===== config.mk =====
export PLATFORM = sky130hd
export DESIGN_NAME = adc_responder
export DESIGN_NICKNAME = d
export VERILOG_FILES = /design/src/rtl/adc_responder.sv
export SDC_FILE = /design/constraint.sdc
export NUM_CORES = 1
export LEC_CHECK = 0
export CAP_MARGIN = 5
export CORE_MARGIN = 4
export CORE_UTILIZATION = 55
export CTS_CLUSTER_SIZE = 28
export DETAILED_ROUTE_END_ITERATION = 12
export PLACE_DENSITY_LB_ADDON = 0.25
export SETUP_SLACK_MARGIN = 0.5
export SLEW_MARGIN = 20
export SYNTH_ARGS = -nofsm -noshare
export SYNTH_HDL_FRONTEND = slang
export SYNTH_SLANG_ARGS = --single-unit
export TNS_END_PERCENT = 30

===== constraint.sdc =====
create_clock -name clk_i -period 4.57 [get_ports clk_i]
set_clock_uncertainty 0.1 [all_clocks]
set_input_delay 0.914 -clock clk_i [delete_from_list [all_inputs] [get_ports clk_i]]
set_output_delay 0.914 -clock clk_i [all_outputs]
set_load 0.1 [all_outputs]

===== src/rtl/adc_responder.sv =====
// ---------------------------------------------------------------------------
// adc_responder
//   Emulates an 8-channel, 10-bit MCP3008-style ADC on the device side of an
//   SPI link. The SPI pins are oversampled on clk_i. The responder returns a
//   per-channel ramp for single-ended conversions and mid-scale (10'h200) for
//   differential ones. After each completed single-ended conversion the ramp
//   of that channel advances by STEP, wrapping mod 1024.
//
// Parameters
//   STEP        ramp increment after a completed single-ended conversion
//   SYNC_STAGES synchronizer depth on sclk_i / cs_n_i / din_i (>= 2)
//   MSB_FIRST   1: shift B9..B0, 0: shift B0..B9
//
// Ports
//   clk_i, rst_n_i  system clock (>= 8x sclk), async active-low reset
//   sclk_i, cs_n_i  SPI clock and active-low chip select from the master
//   din_i           command bits, taken on sclk rising edges
//   dout_o          data bits, updated after sclk falling edges
//   dout_oe_o       pad output enable, high while a frame is selected
//   busy_o          high from the start bit until frame end or abort
//   conv_done_o     one-clk pulse once the last data bit has been shifted
//   last_ch_o       channel of the last completed conversion
//   last_data_o     value of the last completed conversion
//   err_o           one-clk pulse when cs_n rises after the start bit
//   state_o         current FSM state (debug visibility)
//
// Optional feature (macro ADC_EXT_SAMPLE_EN)
//   Adds ext_data_i[9:0] / ext_sel_i. When ext_sel_i is high at the sample
//   point, ext_data_i is returned instead and no ramp advances.
// ---------------------------------------------------------------------------
module adc_responder #(
  parameter int unsigned STEP        = 1,
  parameter int unsigned SYNC_STAGES = 2,
  parameter bit          MSB_FIRST   = 1'b1
) (
  input  logic       clk_i,
  input  logic       rst_n_i,
  input  logic       sclk_i,
  input  logic       cs_n_i,
  input  logic       din_i,
`ifdef ADC_EXT_SAMPLE_EN
  input  logic [9:0] ext_data_i,
  input  logic       ext_sel_i,
`endif
  output logic       dout_o,
  output logic       dout_oe_o,
  output logic       busy_o,
  output logic       conv_done_o,
  output logic [2:0] last_ch_o,
  output logic [9:0] last_data_o,
  output logic       err_o,
  output logic [2:0] state_o
);

  typedef enum logic [2:0] {
    S_IDLE       = 3'd0,
    S_WAIT_START = 3'd1,
    S_CONFIG     = 3'd2,
    S_SAMPLE     = 3'd3,
    S_DATA       = 3'd4,
    S_DONE       = 3'd5,
    S_TRAIL      = 3'd6
  } state_e;

  // Input synchronizers; the last stage is the usable level.
  logic [SYNC_STAGES-1:0] sclk_sync_q, sclk_sync_d;
  logic [SYNC_STAGES-1:0] cs_sync_q, cs_sync_d;
  logic [SYNC_STAGES-1:0] din_sync_q, din_sync_d;
  logic                   sclk_prev_q, sclk_prev_d;
  logic                   sclk_s, cs_s, din_s, rise, fall;

  state_e     state_q, state_d;
  logic [3:0] cnt_q, cnt_d;
  logic [3:0] cfg_q, cfg_d;       // {SGL, D2, D1, D0}
  logic [9:0] conv_q, conv_d;
  logic       ext_q, ext_d;       // conversion came from the external input
  logic       dout_q, dout_d;
  logic       oe_q, oe_d;
  logic       busy_q, busy_d;
  logic       done_q, done_d;
  logic       err_q, err_d;
  logic [2:0] last_ch_q, last_ch_d;
  logic [9:0] last_data_q, last_data_d;
  logic [9:0] ramp_q [8];
  logic [9:0] ramp_d [8];
  logic [3:0] bit_idx;

  assign sclk_sync_d = {sclk_sync_q[SYNC_STAGES-2:0], sclk_i};
  assign cs_sync_d   = {cs_sync_q[SYNC_STAGES-2:0], cs_n_i};
  assign din_sync_d  = {din_sync_q[SYNC_STAGES-2:0], din_i};
  assign sclk_s      = sclk_sync_q[SYNC_STAGES-1];
  assign cs_s        = cs_sync_q[SYNC_STAGES-1];
  assign din_s       = din_sync_q[SYNC_STAGES-1];
  assign sclk_prev_d = sclk_s;
  assign rise        = sclk_s & ~sclk_prev_q;
  assign fall        = ~sclk_s & sclk_prev_q;
  assign bit_idx     = MSB_FIRST ? (4'd9 - cnt_q) : cnt_q;

  always_comb begin
    state_d     = state_q;
    cnt_d       = cnt_q;
    cfg_d       = cfg_q;
    conv_d      = conv_q;
    ext_d       = ext_q;
    dout_d      = dout_q;
    busy_d      = busy_q;
    done_d      = 1'b0;
    err_d       = 1'b0;
    last_ch_d   = last_ch_q;
    last_data_d = last_data_q;
    ramp_d      = ramp_q;

    case (state_q)
      S_IDLE: begin
        dout_d = 1'b0;
        cnt_d  = 4'd0;
        if (!cs_s) state_d = S_WAIT_START;
      end
      S_WAIT_START: begin
        dout_d = 1'b0;
        if (cs_s) begin
          state_d = S_IDLE;   // no start bit yet, so no error pulse
        end else if (rise && din_s) begin
          state_d = S_CONFIG;
          busy_d  = 1'b1;
          cnt_d   = 4'd0;
        end
      end
      S_CONFIG, S_SAMPLE, S_DATA: begin
        // cs_n rising takes priority over any sclk edge in the same cycle.
        if (cs_s) begin
          state_d = S_IDLE;
          err_d   = busy_q;
          busy_d  = 1'b0;
          dout_d  = 1'b0;
        end else if (state_q == S_CONFIG) begin
          if (rise) begin
            cfg_d = {cfg_q[2:0], din_s};
            cnt_d = cnt_q + 4'd1;
            if (cnt_q == 4'd3) state_d = S_SAMPLE;
          end
        end else if (state_q == S_SAMPLE) begin
          if (fall) begin
            conv_d = cfg_q[3] ? ramp_q[cfg_q[2:0]] : 10'h200;
            ext_d  = 1'b0;
`ifdef ADC_EXT_SAMPLE_EN
            if (ext_sel_i) begin
              conv_d = ext_data_i;
              ext_d  = 1'b1;
            end
`endif
            dout_d  = 1'b0;     // null bit
            cnt_d   = 4'd0;
            state_d = S_DATA;
          end
        end else begin
          if (fall && cnt_q != 4'd10) begin
            dout_d = conv_q[bit_idx];
            cnt_d  = cnt_q + 4'd1;
          end else if (rise && cnt_q == 4'd10) begin
            state_d = S_DONE;
          end
        end
      end
      S_DONE: begin
        done_d      = 1'b1;
        busy_d      = 1'b0;
        last_ch_d   = cfg_q[2:0];
        last_data_d = conv_q;
        if (cfg_q[3] && !ext_q) begin
          ramp_d[cfg_q[2:0]] = ramp_q[cfg_q[2:0]] + 10'(STEP);
        end
        state_d = S_TRAIL;
      end
      S_TRAIL: begin
        dout_d = 1'b0;
        if (cs_s) state_d = S_IDLE;
      end
      default: state_d = S_IDLE;
    endcase
  end

  // Enable follows the next state so it drops the cycle after an abort.
  assign oe_d = (state_d != S_IDLE);

  always_ff @(posedge clk_i or negedge rst_n_i) begin
    if (!rst_n_i) begin
      sclk_sync_q <= '0;
      cs_sync_q   <= '1;
      din_sync_q  <= '0;
      sclk_prev_q <= 1'b0;
      state_q     <= S_IDLE;
      cnt_q       <= 4'd0;
      cfg_q       <= 4'd0;
      conv_q      <= 10'd0;
      ext_q       <= 1'b0;
      dout_q      <= 1'b0;
      oe_q        <= 1'b0;
      busy_q      <= 1'b0;
      done_q      <= 1'b0;
      err_q       <= 1'b0;
      last_ch_q   <= 3'd0;
      last_data_q <= 10'd0;
      for (int i = 0; i < 8; i++) ramp_q[i] <= 10'(i * 128);
    end else begin
      sclk_sync_q <= sclk_sync_d;
      cs_sync_q   <= cs_sync_d;
      din_sync_q  <= din_sync_d;
      sclk_prev_q <= sclk_prev_d;
      state_q     <= state_d;
      cnt_q       <= cnt_d;
      cfg_q       <= cfg_d;
      conv_q      <= conv_d;
      ext_q       <= ext_d;
      dout_q      <= dout_d;
      oe_q        <= oe_d;
      busy_q      <= busy_d;
      done_q      <= done_d;
      err_q       <= err_d;
      last_ch_q   <= last_ch_d;
      last_data_q <= last_data_d;
      ramp_q      <= ramp_d;
    end
  end

  assign dout_o      = dout_q;
  assign dout_oe_o   = oe_q;
  assign busy_o      = busy_q;
  assign conv_done_o = done_q;
  assign err_o       = err_q;
  assign last_ch_o   = last_ch_q;
  assign last_data_o = last_data_q;
  assign state_o     = state_q;

endmodule


==> results.md <==
- Cells after synthesis: 605
- RD Place Congestion: 0.9325
- CP Class: flop to flop
- #FFs+latches synth: 126
- Most used cell, CP: mux2_2
- TritonCTS Buffers: 17
- Max-slew headroom: 0.2121
- Starting Density: 0.5701
- DR vias: 4993
- Slew Viols, Final: 0
- P&R area growth vs syn: 15.93%
- Total congestion overflow: 0
- Sw Pwr: 0.6225 mW
- Max-cap viol count: 0
- Ys Warns: 0
- DRT Pass-1 Iters: 5
- Worst min-delay path class: flop to flop
- Crit path max-delay family: compound AO/OA/AOI/OAI gates
- Clk root buf: clkbuf_16
- Tot GR Track Use: 0.2501
- Max stage delay on crit path: 0.81 ns
- Io pins: 26
- CTS tree: done
- Worst-path clk slew: 0.06 ns
- WL final: 15720 µm
- Inst Count DP: 747
- Final HPWL DP: 9915 µm
- Gate power share: 0.048
- Largest net degree at the start of global routing: 71
- Net Sw Frac: 0.2337
- Sequential element share of the synthesized area: 0.5064
- Final Hold Viols: 0
- Core Box Area: 10980 µm²
- H-Tree Depth: 4
- Initial DRC Count: 491
- CP max FO: 27
- Setup WS pre-CTS: 0.8329 ns
- Synthesized Nets: 615
- WHS: 0.2554 ns
- Final worst slack: 0.8491 ns
- Mapped Avg Cell Area: 10.35 µm²
- Critical Path RT: 4.82 ns
- Sequential share of power: 0.431
- Commonest non-fill, non-tap cells in the layout: nand2_1, dfrtp_1, mux2_2
- Deepest clock path buffer count: 2
- DR vias/cell: 6.418
- P_int: 2.041 mW
- Static leakage: 3.251 nW
- # nets final: 636
- Layout Cells excl Fill: 778
- Layout cells sized above 1: 0.2038
- CP endpoint kind: flop
- Ys flop type: dfrtp_1
- Status: completed
- Peak supply drop: 0.3540 mV
- Kind of start point of the critical path: flop
- Fmax: 0.2688 GHz
- TNS Setup: 0 ns
- RSZ-0062 raised after global routing: false
- Most common cell after layout, fill and taps aside: nand2_1
- CTS Sinks: 126
- Clock power frac: 0.520
- PD cells: 367.0 nW/µm²
- DIE AREA: 13150 µm²
- Ant. Diodes: 0
- EDFF count, synth: 0
- Hold buffer count at cts: 0
- Post-synth ARST share: 1.000
- Crit path DAT: 3.97 ns
- Number of distinct library cells after synthesis: 53
- Crit path time final: 3.721 ns
- Final antenna-violating net count: 0
- Die Span Y: 114.7 µm
- Worst Max-Slew Pin Slew: 1.178 ns
- Rows: 38
- Post-Synthesis Cell Area: 6261 µm²
- First-pass GRT wire length: 25090 µm
- CP max-delay cell: dfrtp_2
- Vias in the first global route: 4819
- WP buf/inv: 1
- Die X: 114.7 µm
- Skew-Pair Late Insertion Delay: 0.42 ns
- IO Port Bufs: 25
- Wire per inst: 20.20 µm
- # DRC: 0
- Final Cycle Share: 0.8142
- Initial antenna violation count: 0
- CP cell instances: mux2_2 -> a221o_1 -> a21boi_0 -> inv_1 -> ha_1 -> nand2b_1 -> nor4_1 -> xnor2_1 -> mux2_2
- Final setup violation count: 0
==> Yosys cell counts (4+ instances only) <==
master	n	area, µm²
nor2b_1	5	31.28
nand3_1	37	185.2
mux2i_1	19	190.2
buf_2	9	45.04
nand2b_1	4	25.02
mux4_2	5	112.6
mux2_2	54	608.1
inv_1	14	52.55
dfrtp_1	112	2803
nand4_1	24	150.1
dfstp_2	14	367.9
nor2_1	24	90.09
a211o_1	24	210.2
xnor2_1	6	52.55
a31oi_1	5	31.28
nor3_1	5	25.02
clkbuf_1	21	78.83
a21oi_1	15	75.07
a21o_1	4	30.03
a221o_1	4	40.04
nand2_1	112	420.4
ha_1	5	62.56
o21ai_0	32	160.2
a22oi_1	4	30.03
==> metrics by stage <==
stage	total power, mW	utilization	instance area (µm²)
5_1_grt	2.741	0.6609	7258
3_5_place_dp	1.297	0.6049	6644
2_1_floorplan	1.246	-	6261
4_1_cts	2.679	0.6601	7249
6_report	2.664	0.6609	7258
3_3_place_gp	1.293	0.6049	6644
==> sequential cells by signal, summed over array words and instances, names as in the netlist, 2 cells and up <==
register	flops
cfg_q	4
state_o	3
conv_q	10
last_data_o	10
ramp_q	80
cs_sync_q	2
sclk_sync_q	2
last_ch_o	3
din_sync_q	2
cnt_q	4
==> final cells by class <==
type                            instances  area [µm²]
Clock inverter                         12       162.7
Fill cell                             801        3725
Inverter                               15       56.30
Timing Repair Buffer                   38       357.8
Tap cell                              140       175.2
Sequential cell                       126        3172
Clock buffer                           19       442.9
Multi-Input combinational cell        428        2892
==> power groups by stage <==
stage                     registers (mW)  clock network (mW)  logic [mW]
after detailed placement            1.17                   0       0.128
after floorplan                     1.17                   0      0.0747
after global routing                1.15                1.45       0.140
after CTS                           1.15                1.40       0.129
final                               1.15                1.39       0.129
after global placement              1.17                   0       0.126
==> final timing paths <==
check | from | endpoint | slack (ns) | depth (start not counted)
max in group asynchronous | rst_n_i | ramp_q[9] | 2.97 | 2
setup reg to reg | cfg_q[0] | ramp_q[46] | 0.85 | 9
hold / removal | sclk_sync_q[0] | sclk_sync_q[1] | 0.26 | 0
min in group asynchronous | rst_n_i | dout_oe_o | 0.50 | 1
hold reg to reg | sclk_sync_q[0] | sclk_sync_q[1] | 0.26 | 0
setup / recovery | cfg_q[0] | ramp_q[46] | 0.85 | 9
==> layer usage <==
layer,global-route usage,up-vias,part of all wire
li1,-,2228,-
met1,0.3235,2504,0.42
met2,0.3981,203,0.47
met3,0.05338,58,0.069
met4,0.1275,0,0.036
met5,0,-,0
==> timing repair <==
| action | CTS | global route |
|---|---|---|
| resized for setup | 0 | 1 |
| endpoints found under the setup margin | 0 | 8 |
| buffers inserted | 0 | 0 |
==> cell families after synthesis <==
logic type	share of synthesized area
simple gates	0.1699
flops	0.5064
compound gates	0.1251
mux	0.1455
buf+inv	0.03477
xor+xnor	0.008393
fa+ha+maj	0.009992
No activity file was read; power rests on OpenSTA's default activity.
